**config.mk**
```make
export PLATFORM = sky130hd
export DESIGN_NAME = stopwatch_counter_p
export DESIGN_NICKNAME = d
export VERILOG_FILES = /design/src/rtl/stopwatch_counter_p.sv
export SDC_FILE = /design/constraint.sdc
export NUM_CORES = 1
export LEC_CHECK = 0
export CAP_MARGIN = 10
export CORE_AREA = 2 2 70 72
export CTS_CLUSTER_DIAMETER = 150
export DETAILED_ROUTE_END_ITERATION = 8
export DIE_AREA = 0 0 72 74
export PLACE_DENSITY_LB_ADDON = 0.1
export SLEW_MARGIN = 20
export SYNTH_ARGS = -nofsm -noshare
export SYNTH_HDL_FRONTEND = slang
export SYNTH_SLANG_ARGS = --single-unit
export TNS_END_PERCENT = 10
```
**constraint.sdc**
```tcl
create_clock -name clk_c -period 4.75 [get_ports clk_c]
set_input_delay 0.95 -clock clk_c [delete_from_list [all_inputs] [get_ports clk_c]]
set_output_delay 0.95 -clock clk_c [all_outputs]
set_load 0.005 [all_outputs]
```
**src/rtl/stopwatch_counter_p.sv**
```systemverilog
`default_nettype none
// ============================================================================
// Module   : stopwatch_counter_p
// Purpose  : Parametrised BCD MM:SS stopwatch core. Counts up or down on a
//            1 Hz enable. A pause edge toggles run/pause. In adjust mode a
//            selected digit can be auto-incremented or loaded directly.
//            An optional lap hold freezes the displayed value.
// Params   : MIN_LIMIT     - top minutes value (1..99); top count MIN_LIMIT:59
//            START_RUNNING - value of running after reset
// Ports    : clk_c        in   system clock, rising edge
//            reset_c      in   synchronous active-low reset
//            tick_c       in   one-cycle count enable
//            adj_tick_c   in   one-cycle adjust enable
//            pause_c      in   pause level; a rising edge toggles running
//            dir_c        in   0 = up, 1 = down
//            ADJ          in   adjust mode; counting is suppressed
//            SEL[1:0]     in   adjust digit (sec_ones, sec_tens, min_ones,
//                              min_tens)
//            load_c       in   load NUM into the selected digit
//            NUM[3:0]     in   load value
//            lap_c        in   lap level; a rising edge toggles lap hold
//            min_tens, min_ones, sec_tens, sec_ones [3:0] out  BCD digits
//            running      out  count enabled
//            expire       out  one-cycle wrap / terminal-zero pulse
//            lap_active   out  display frozen on the lap value
// Build    : define STOPWATCH_LAP_EN to include the lap-hold logic
// Revision : 1.0 - initial release
// ============================================================================
module stopwatch_counter_p #(
  parameter int MIN_LIMIT     = 59,
  parameter bit START_RUNNING = 1'b0
) (
  input  logic       clk_c,
  input  logic       reset_c,
  input  logic       tick_c,
  input  logic       adj_tick_c,
  input  logic       pause_c,
  input  logic       dir_c,
  input  logic       ADJ,
  input  logic [1:0] SEL,
  input  logic       load_c,
  input  logic [3:0] NUM,
  input  logic       lap_c,
  output logic [3:0] min_tens,
  output logic [3:0] min_ones,
  output logic [3:0] sec_tens,
  output logic [3:0] sec_ones,
  output logic       running,
  output logic       expire,
  output logic       lap_active
);

  localparam logic [3:0] c_MT_MAX = 4'(MIN_LIMIT / 10);
  localparam logic [3:0] c_MO_MAX = 4'(MIN_LIMIT % 10);

  logic [3:0] r_mt, r_mo, r_st, r_so;
  logic       r_running, r_expire;
  logic       r_pause_s, r_pause_q;

  logic [3:0] w_mt, w_mo, w_st, w_so;
  logic [3:0] w_dmax, w_cur, w_new;
  logic       w_expire, w_stop, w_pause_rise;
  logic       w_at_top, w_at_zero, w_at_one;

  // Edge is taken from two registered samples, so running flips one cycle
  // after the edge is first seen.
  assign w_pause_rise = r_pause_s & ~r_pause_q;

  assign w_at_top  = (r_mt == c_MT_MAX) && (r_mo == c_MO_MAX) &&
                     (r_st == 4'd5) && (r_so == 4'd9);
  assign w_at_zero = (r_mt == 4'd0) && (r_mo == 4'd0) &&
                     (r_st == 4'd0) && (r_so == 4'd0);
  assign w_at_one  = (r_mt == 4'd0) && (r_mo == 4'd0) &&
                     (r_st == 4'd0) && (r_so == 4'd1);

  // Selected digit, its legal maximum and its adjusted value
  always_comb begin
    w_dmax = 4'd9;
    w_cur  = r_so;
    case (SEL)
      2'b00:   begin w_dmax = 4'd9;     w_cur = r_so; end
      2'b01:   begin w_dmax = 4'd5;     w_cur = r_st; end
      2'b10:   begin w_dmax = 4'd9;     w_cur = r_mo; end
      default: begin w_dmax = c_MT_MAX; w_cur = r_mt; end
    endcase
    if (load_c) begin
      w_new = (NUM > w_dmax) ? w_dmax : NUM;
    end else begin
      w_new = (w_cur >= w_dmax) ? 4'd0 : w_cur + 4'd1;
    end
  end

  always_comb begin
    w_mt     = r_mt;
    w_mo     = r_mo;
    w_st     = r_st;
    w_so     = r_so;
    w_expire = 1'b0;
    w_stop   = 1'b0;
    if (ADJ) begin
      if (load_c || adj_tick_c) begin
        case (SEL)
          2'b00:   w_so = w_new;
          2'b01:   w_st = w_new;
          2'b10:   w_mo = w_new;
          default: w_mt = w_new;
        endcase
        // Keep minutes at or below MIN_LIMIT after any edit
        if ((w_mt == c_MT_MAX) && (w_mo > c_MO_MAX)) begin
          w_mo = c_MO_MAX;
        end
      end
    end else if (r_running && tick_c) begin
      if (!dir_c) begin
        if (w_at_top) begin
          w_mt     = 4'd0;
          w_mo     = 4'd0;
          w_st     = 4'd0;
          w_so     = 4'd0;
          w_expire = 1'b1;
        end else if (r_so != 4'd9) begin
          w_so = r_so + 4'd1;
        end else begin
          w_so = 4'd0;
          if (r_st != 4'd5) begin
            w_st = r_st + 4'd1;
          end else begin
            w_st = 4'd0;
            if (r_mo != 4'd9) begin
              w_mo = r_mo + 4'd1;
            end else begin
              w_mo = 4'd0;
              w_mt = r_mt + 4'd1;
            end
          end
        end
      end else begin
        // Terminal zero: a tick at 00:01 or at 00:00 ends the run
        if (w_at_zero || w_at_one) begin
          w_expire = 1'b1;
          w_stop   = 1'b1;
        end
        if (!w_at_zero) begin
          if (r_so != 4'd0) begin
            w_so = r_so - 4'd1;
          end else begin
            w_so = 4'd9;
            if (r_st != 4'd0) begin
              w_st = r_st - 4'd1;
            end else begin
              w_st = 4'd5;
              if (r_mo != 4'd0) begin
                w_mo = r_mo - 4'd1;
              end else begin
                w_mo = 4'd9;
                w_mt = r_mt - 4'd1;
              end
            end
          end
        end
      end
    end
  end

  always_ff @(posedge clk_c) begin
    if (!reset_c) begin
      r_mt      <= 4'd0;
      r_mo      <= 4'd0;
      r_st      <= 4'd0;
      r_so      <= 4'd0;
      r_running <= START_RUNNING;
      r_expire  <= 1'b0;
      // Both samples track the level so a pause held through reset is
      // not seen as an edge afterwards.
      r_pause_s <= pause_c;
      r_pause_q <= pause_c;
    end else begin
      r_mt      <= w_mt;
      r_mo      <= w_mo;
      r_st      <= w_st;
      r_so      <= w_so;
      r_expire  <= w_expire;
      r_running <= w_stop ? 1'b0 : (r_running ^ w_pause_rise);
      r_pause_s <= pause_c;
      r_pause_q <= r_pause_s;
    end
  end

  assign running = r_running;
  assign expire  = r_expire;

`ifdef STOPWATCH_LAP_EN
  logic       r_lap_s, r_lap_q, r_lap_active;
  logic [3:0] r_lap_mt, r_lap_mo, r_lap_st, r_lap_so;
  logic       w_lap_rise;

  assign w_lap_rise = r_lap_s & ~r_lap_q;

  always_ff @(posedge clk_c) begin
    if (!reset_c) begin
      r_lap_s      <= lap_c;
      r_lap_q      <= lap_c;
      r_lap_active <= 1'b0;
      r_lap_mt     <= 4'd0;
      r_lap_mo     <= 4'd0;
      r_lap_st     <= 4'd0;
      r_lap_so     <= 4'd0;
    end else begin
      r_lap_s <= lap_c;
      r_lap_q <= r_lap_s;
      if (ADJ) begin
        r_lap_active <= 1'b0;
      end else if (w_lap_rise) begin
        if (!r_lap_active) begin
          r_lap_mt     <= r_mt;
          r_lap_mo     <= r_mo;
          r_lap_st     <= r_st;
          r_lap_so     <= r_so;
          r_lap_active <= 1'b1;
        end else begin
          r_lap_active <= 1'b0;
        end
      end
    end
  end

  assign min_tens   = r_lap_active ? r_lap_mt : r_mt;
  assign min_ones   = r_lap_active ? r_lap_mo : r_mo;
  assign sec_tens   = r_lap_active ? r_lap_st : r_st;
  assign sec_ones   = r_lap_active ? r_lap_so : r_so;
  assign lap_active = r_lap_active;
`else
  logic w_unused_lap;
  assign w_unused_lap = lap_c;

  assign min_tens   = r_mt;
  assign min_ones   = r_mo;
  assign sec_tens   = r_st;
  assign sec_ones   = r_so;
  assign lap_active = 1'b0;
`endif

endmodule
`default_nettype wire

```
==> summary.txt, run 1 <==
Status
  • Status: finished clean

Timing
  • Hold Violations, Final: 0
  • Setup violators final: 0
  • Fin worst setup slack: 747 ps
  • Final Max Slew Viols: 0
  • Least-Margin Pin Slew: slightly above 800 ps
  • Relative max-transition margin: 0.444
  • Final setup TNS: 0 ps
  • Final Critical Period: 4000 ps
  • Period utilization: 0.843
  • Skew final: 6.41 ps
  • Max Freq: 250 MHz
  • Unrepaired setup endpoints after global routing: false

Synthesis
  • Sequential area share after synthesis: 0.161
  • Largest family of logic cells by synthesized area: compound AO/OA/AOI/OAI gates
  • Synth top cells by count: 30 x a21oi_1, 30 x o21ai_0, 28 x nor2_1, 25 x nand2_1, 22 x ha_1
  • Synth Register Bits: 20
  • Ys flop type: dfxtp_1
  • Synth top area cells: dfxtp_1 16%, ha_1 11%, a21oi_1 6.0%
  • Post-Synth XOR/XNOR Area: 0.0247
  • Avg Inst Size Synth: 7.48 sq um
  • Area leader, netlist: dfxtp_1
  • Mux share of post-synthesis cell area: 0.0610
  • Netlist area before placement: 0.00248 sq mm
  • Yosys warning count: 0
  • Post-synth top area share: 0.161
  • Synth Area in Simple Gates: 0.256
  • Unique masters post-synth: ~70
  • Synth Area in Adders: 0.111
  • Post-synth EDFFs: 0
  • Net count after synthesis: 369
  • Syn Inst Count: approximately 330
  • Share of synthesized registers carrying an async set or reset: 0
  • Compound-Gate Fraction of Synth Area: 0.313

Final layout
  • Non-Filler Instances: between 400 and 500
  • Area grow syn2layout: 15.0%
  • Fillcell total: about 460
  • ANT cells: 0
  • # nets final: 390
  • Layout cell share with drive strength beyond 1: 0.0739
  • Final Core Density: 0.621

Worst setup path
  • Worst-path fanout max: 15
  • Critical path startpoint: SEL[0]
  • CP max stage delay: approximately 590 ps
  • Reg-to-Reg End: min_ones[0]
  • Worst EP arrival: between 4000 and 5000 ps
  • CP max-delay cell: mux4_2
  • Crit path capture type: flip-flop
  • Required time of the critical path: about 5000 ps
  • R2R Setup Slk: between 1000 and 1500 ps
  • CP cell instances: clkdlybuf4s50_1 -> buf_4 -> mux4_2 -> inv_1 -> ha_1 -> nor2b_1 -> o211ai_1 -> a31o_1 -> a221o_1 -> or3_1 -> o31ai_2
  • CP Buf/Inv Count: 3
  • Setup crit start kind: input pin
  • R2R cell count: 8
  • Crit Reg-Reg Startpoint: min_tens[3]
  • Kind of critical path: input pin to flip-flop
  • Worst path top cell family by delay: compound AO/OA/AOI/OAI gates

Global routing
  • Tot GR Track Use: 0.292
  • Met1 Track Usage GR: 0.402
  • Met2 Use GR: 0.473
  • GR peak layer: met2
  • Initial antenna violation count: 0
  • First-pass GRT wire length: about 12000 um
  • Largest net degree at the start of global routing: 27
  • GRT met3 Usage: 0.0407
  • Final global-route overflow total: 0
  • Vias in the first global route: roughly 2400

Clocking
  • Hold_buf cts: 0
  • Clk sinks: 20
  • CTS Root Buffer Type: clkbuf_8
  • Setup bufs post-CTS: 0
  • Worst-Skew Late Latency: 270 ps
  • CTS tree: yes
  • PostCTS Resize Cnt: 0
  • Maximum clock path buffer count: 2
  • Clock transition at path regs: roughly 80 ps
  • H-tree depth: 1
  • Cts bufs inserted: 3

Pwr
  • Power Dens Cells: 226 mW/mm^2
  • Leakage Power: about 1.0 nW
  • Max VDD drop: ~0.12 mV
  • Post-route total power: 0.644 mW

Placement
  • Pre-CTS setup slack: 509 ps
  • Cells after DPL: 402
  • Port Buf Inserts: 31
  • Routability Congestion: between 0.9 and 1
  • Dpl hpwl: 5420 um

Run
  • Max Cap Viol: 0

Route
  • DR WL/cell: about 18 um
  • DRT Pass-1 Iters: 5
  • DRT iter0 DRCs: 189
  • DRC Markers: 0
  • Via density: 6.50
  • WL final: about 7300 um
  • Antenna viol nets, final: 0
  • Via count: 2640

Floorplan
  • Core area: 0.00460 sq mm
  • Horiz. Die Dim: 72 um
  • Row count: 25
  • Initial Util: 0.540
  • Die area: between 0.005 and 0.006 sq mm
  • Die Y-Extent: around 74 um
  • IO Count: 34

Min path
  • HP Start: r_pause_s
  • Hold Path Stages: 1
  • Hold EP: r_pause_q
  • Worst min-delay path category: flip-flop to flip-flop
[sequential cells by signal, summed over array words and instances, names as in the netlist]
name and cells:
sec_ones 4, min_ones 4, r_pause_s 1, expire 1, running 1, sec_tens 4
r_pause_q 1, min_tens 4
[area by class of cell]
class	instances	area, sq um	share of cell area
clock inverter	1	30.0	0.0105
inverter	19	71.3	0.0250
tap	54	67.6	0.0237
timing repair buffer	35	340	0.119
clock buffer	3	41.3	0.0145
sequential	20	400	0.140
multi-input combinational	274	1900	0.667
[power by group]
| part | internal (mW) | switching, mW | leakage [nW] |
|---|---|---|---|
| combinational | 0.116 | 0.138 | 0.845 |
| sequential | 0.180 | 0.0348 | 0.164 |
| clock | 0.113 | 0.0628 | 0.0357 |
| total | 0.408 | 0.236 | 1.04 |
[metrics by stage]
step	area [sq um]	hold slack [ps]
2_1_floorplan	2480	448
3_3_place_gp	2780	461
3_5_place_dp	2780	472
4_1_cts	2860	491
5_1_grt	2860	517
6_report	2860	487
[kinds of logic (layout without fill, tap and decap cells)]
group,Yosys count,count (layout)
buf+inv,38,58
other cells,1,1
compound gates,117,117
xor+xnor,7,7
mux,9,9
flops,20,20
simple gates,118,118
fa+ha+maj,22,22
[cells in the final DEF (no fill, tap or decap), drive strengths merged, types with 4 or more instances in the layout]
master         netlist  final
ha                  22     22
nor2                28     28
nor4                 4      4
a31oi                5      5
clkdlybuf4s50        0     31
o211ai               5      5
o21ai               32     32
inv                 19     19
o22ai                4      4
nor3b                4      4
nand2               25     25
a211oi               6      6
a21oi               30     30
and2                 4      4
mux4                 4      4
nor3                 7      7
a21o                 4      4
nand2b               8      8
buf                  7      4
nor2b                7      7
xor2                 4      4
nand3                5      5
dfxtp               20     20
nand3b               9      9
[worst max-delay path by stage]
stage / endpoint / slack, ps / cells past startpoint
after floorplan: min_ones[0] / 1050 / 9
after global placement: min_ones[0] / 570 / 11
after detailed placement: min_ones[0] / 510 / 11
after CTS: min_ones[0] / 780 / 11
after global routing: min_ones[0] / 580 / 11
final: min_ones[0] / 750 / 11
[metal layers]
metal,part of all wire,vias to the layer above
met5,0,-
met2,0.45,101
met1,0.45,1256
li1,-,1268
met4,0.020,0
met3,0.072,15
Power figures use the tool's default switching activity.
==> run 2: changes to the inputs <==
Clock period 4.75 ns to 3.86 ns, I/O delays scaled along.
==> run 2 against run 1 <==
Net effect: via count up 4.2%; sequential cell count unchanged; cell count up 4.2%; die area unchanged; sequential power up 17%; count of clock-buffer cells in the layout unchanged; critical path type unchanged; global-route usage up 0.050 points; critical endpoint unchanged; total power up 27%; largest cell class unchanged; clock skew down 3.7 ps; hold slack about the same; final area up 4.5%.
==> summary.txt, run 2 (same netlist as run 1, synthesis figures left out) <==
Clocking
  • Hold_buf cts: 0 (unchanged)
  • Worst-Skew Late Latency: 270 ps (about the same)
  • CTS tree: yes (unchanged)
  • Setup bufs post-CTS: 0 (unchanged)
  • H-tree depth: 1 (unchanged)
  • Maximum clock path buffer count: 2 (unchanged)
  • Cts bufs inserted: 3 (unchanged)
  • PostCTS Resize Cnt: 0 (unchanged)
  • CTS Root Buffer Type: clkbuf_8 (unchanged)
  • Clock transition at path regs: 80 ps (about the same)
  • Clk sinks: 20 (unchanged)

Final layout
  • Non-Filler Instances: 423 (was 406)
  • ANT cells: 0 (unchanged)
  • Commonest non-fill, non-tap cell in the layout: clkdlybuf4s50_1 (unchanged)
  • Area grow syn2layout: 20.2% (was 15.0%)
  • Final Core Density: 0.649 (was 0.621)
  • Layout cell share with drive strength beyond 1: 0.117 (was 0.0739)
  • Most frequent cells in the layout: 31 x clkdlybuf4s50_1, 30 x a21oi_1, 30 x o21ai_0 (unchanged)
  • # nets final: 407 (was 390)

Worst setup path
  • Worst EP arrival: 3910 ps (was 4190 ps)
  • Crit path capture type: flip-flop (unchanged)
  • Setup crit start kind: input pin (unchanged)
  • Worst-path fanout max: 3 (was 15)
  • Kind of critical path: input pin to flip-flop (unchanged)
  • Required time of the critical path: 4050 ps (was 4930 ps)

Route
  • DRT Pass-1 Iters: 5 (unchanged)
  • DRT iter0 DRCs: 277 (was 189)
  • DRC Markers: 0 (unchanged)
  • Antenna viol nets, final: 0 (unchanged)
  • Via count: 2751 (was 2640)
  • DR WL/cell: 17.8 um (was 18.1 um)
  • WL final: 7550 um (was 7350 um)
  • Via density: 6.50 (about the same)

Timing
  • Final Critical Period: ~3700 ps
  • Period utilization: 0.963
  • Least-Margin Pin Slew: 628 ps (was 831 ps)
  • Setup violators final: 0 (unchanged)
  • Final Max Slew Viols: 0 (unchanged)
  • Max Freq: 269 MHz
  • Skew final: 2.71 ps (was 6.41 ps)
  • Fin worst setup slack: 143 ps (was 747 ps)
  • Hold Violations, Final: 0 (unchanged)
  • Relative max-transition margin: 0.579 (was 0.444)
  • Final setup TNS: 0 ps (unchanged)
  • Unrepaired setup endpoints after global routing: false (unchanged)

Global routing
  • First-pass GRT wire length: 12100 um (was 12200 um)
  • Initial antenna violation count: 0 (unchanged)
  • Vias in the first global route: 2438 (was 2445)
  • Final global-route overflow total: 0 (unchanged)
  • Largest net degree at the start of global routing: 18 (was 27)
  • Tot GR Track Use: 0.293 (was 0.292)

Floorplan
  • Die area: 0.00533 sq mm (unchanged)
  • Core area: 0.00460 sq mm (unchanged)
  • Horiz. Die Dim: 72 um (unchanged)
  • IO Count: 34 (unchanged)
  • Die Y-Extent: 74 um (unchanged)
  • Initial Util: 0.540 (unchanged)
  • Row count: 25 (unchanged)

Pwr
  • Net switching power: 0.298 mW (was 0.236 mW)
  • Comb power frac: 0.426 (was 0.394)
  • Post-route total power: 0.820 mW (was 0.644 mW)
  • Max VDD drop: 0.210 mV (was 0.118 mV)
  • Leakage Power: 1.13 nW (was 1.04 nW)
  • Power Dens Cells: 275 mW/mm^2 (was 226 mW/mm^2)
  • Reg power frac: 0.307 (was 0.333)
  • Internal power: 0.522 mW (was 0.408 mW)
  • Net Sw Frac: 0.363 (was 0.366)
  • Clock power share: 0.267 (was 0.272)

Placement
  • Dpl hpwl: 5630 um (was 5420 um)
  • Routability Congestion: 0.954 (was 0.926)
  • Port Buf Inserts: 31 (unchanged)
  • Pre-CTS setup slack: -99.6 ps (was 509 ps)
  • Cells after DPL: 419 (was 402)

Run
  • Max Cap Viol: 0 (unchanged)

Min path
  • Worst min-delay path category: flip-flop to flip-flop (unchanged)

Status
  • Status: finished clean (unchanged)
-- run 2: worst max-delay path: stages --
cell and delay, ps:
clkdlybuf4s50_1 510, mux4_1 600, ha_1 370, a211oi_4 280
o211ai_1 180, a31o_1 270, a221o_1 310, or3_1 390
o31ai_2 230
-- run 2: power groups by stage --
stage               combinational (mW)  sequential (mW)  clock, mW
floorplan                        0.227            0.244          0
finish                           0.349            0.252      0.219
global route                     0.383            0.254      0.228
detailed placement               0.341            0.256          0
CTS                              0.344            0.251      0.218
global placement                 0.336            0.256          0
-- run 2: layout make-up --
class	count	area, sq um
multi-input combinational	274	1900
clock inverter	1	30.0
timing repair buffer	52	468
inverter	19	71.3
fill	423	1620
tap	54	67.6
clock buffer	3	41.3
sequential	20	400
-- run 2: worst paths after layout --
check                      to  slack [ps]   startpoint  cells after the start
hold reg to reg     r_pause_q         490    r_pause_s                      1
setup / recovery  min_ones[0]         140       SEL[0]                      9
hold / removal      r_pause_q         490    r_pause_s                      1
setup reg to reg  min_ones[0]         720  sec_ones[3]                      8
-- run 2: stage by stage --
stage / instance area [sq um] / hold slack [ps]
2_1_floorplan: 2480 / 448
3_3_place_gp: 2910 / 456
3_5_place_dp: 2910 / 475
4_1_cts: 2980 / 495
5_1_grt: 2980 / 527
6_report: 2980 / 487
-- run 2: layer usage --
| layer | GRT usage | share of wire | up-vias |
|---|---|---|---|
| met5 | 0 | 0 | - |
| met4 | 0.0922 | 0.019 | 0 |
| met3 | 0.0447 | 0.071 | 17 |
| met2 | 0.467 | 0.45 | 124 |
| met1 | 0.410 | 0.46 | 1305 |
| li1 | - | - | 1305 |
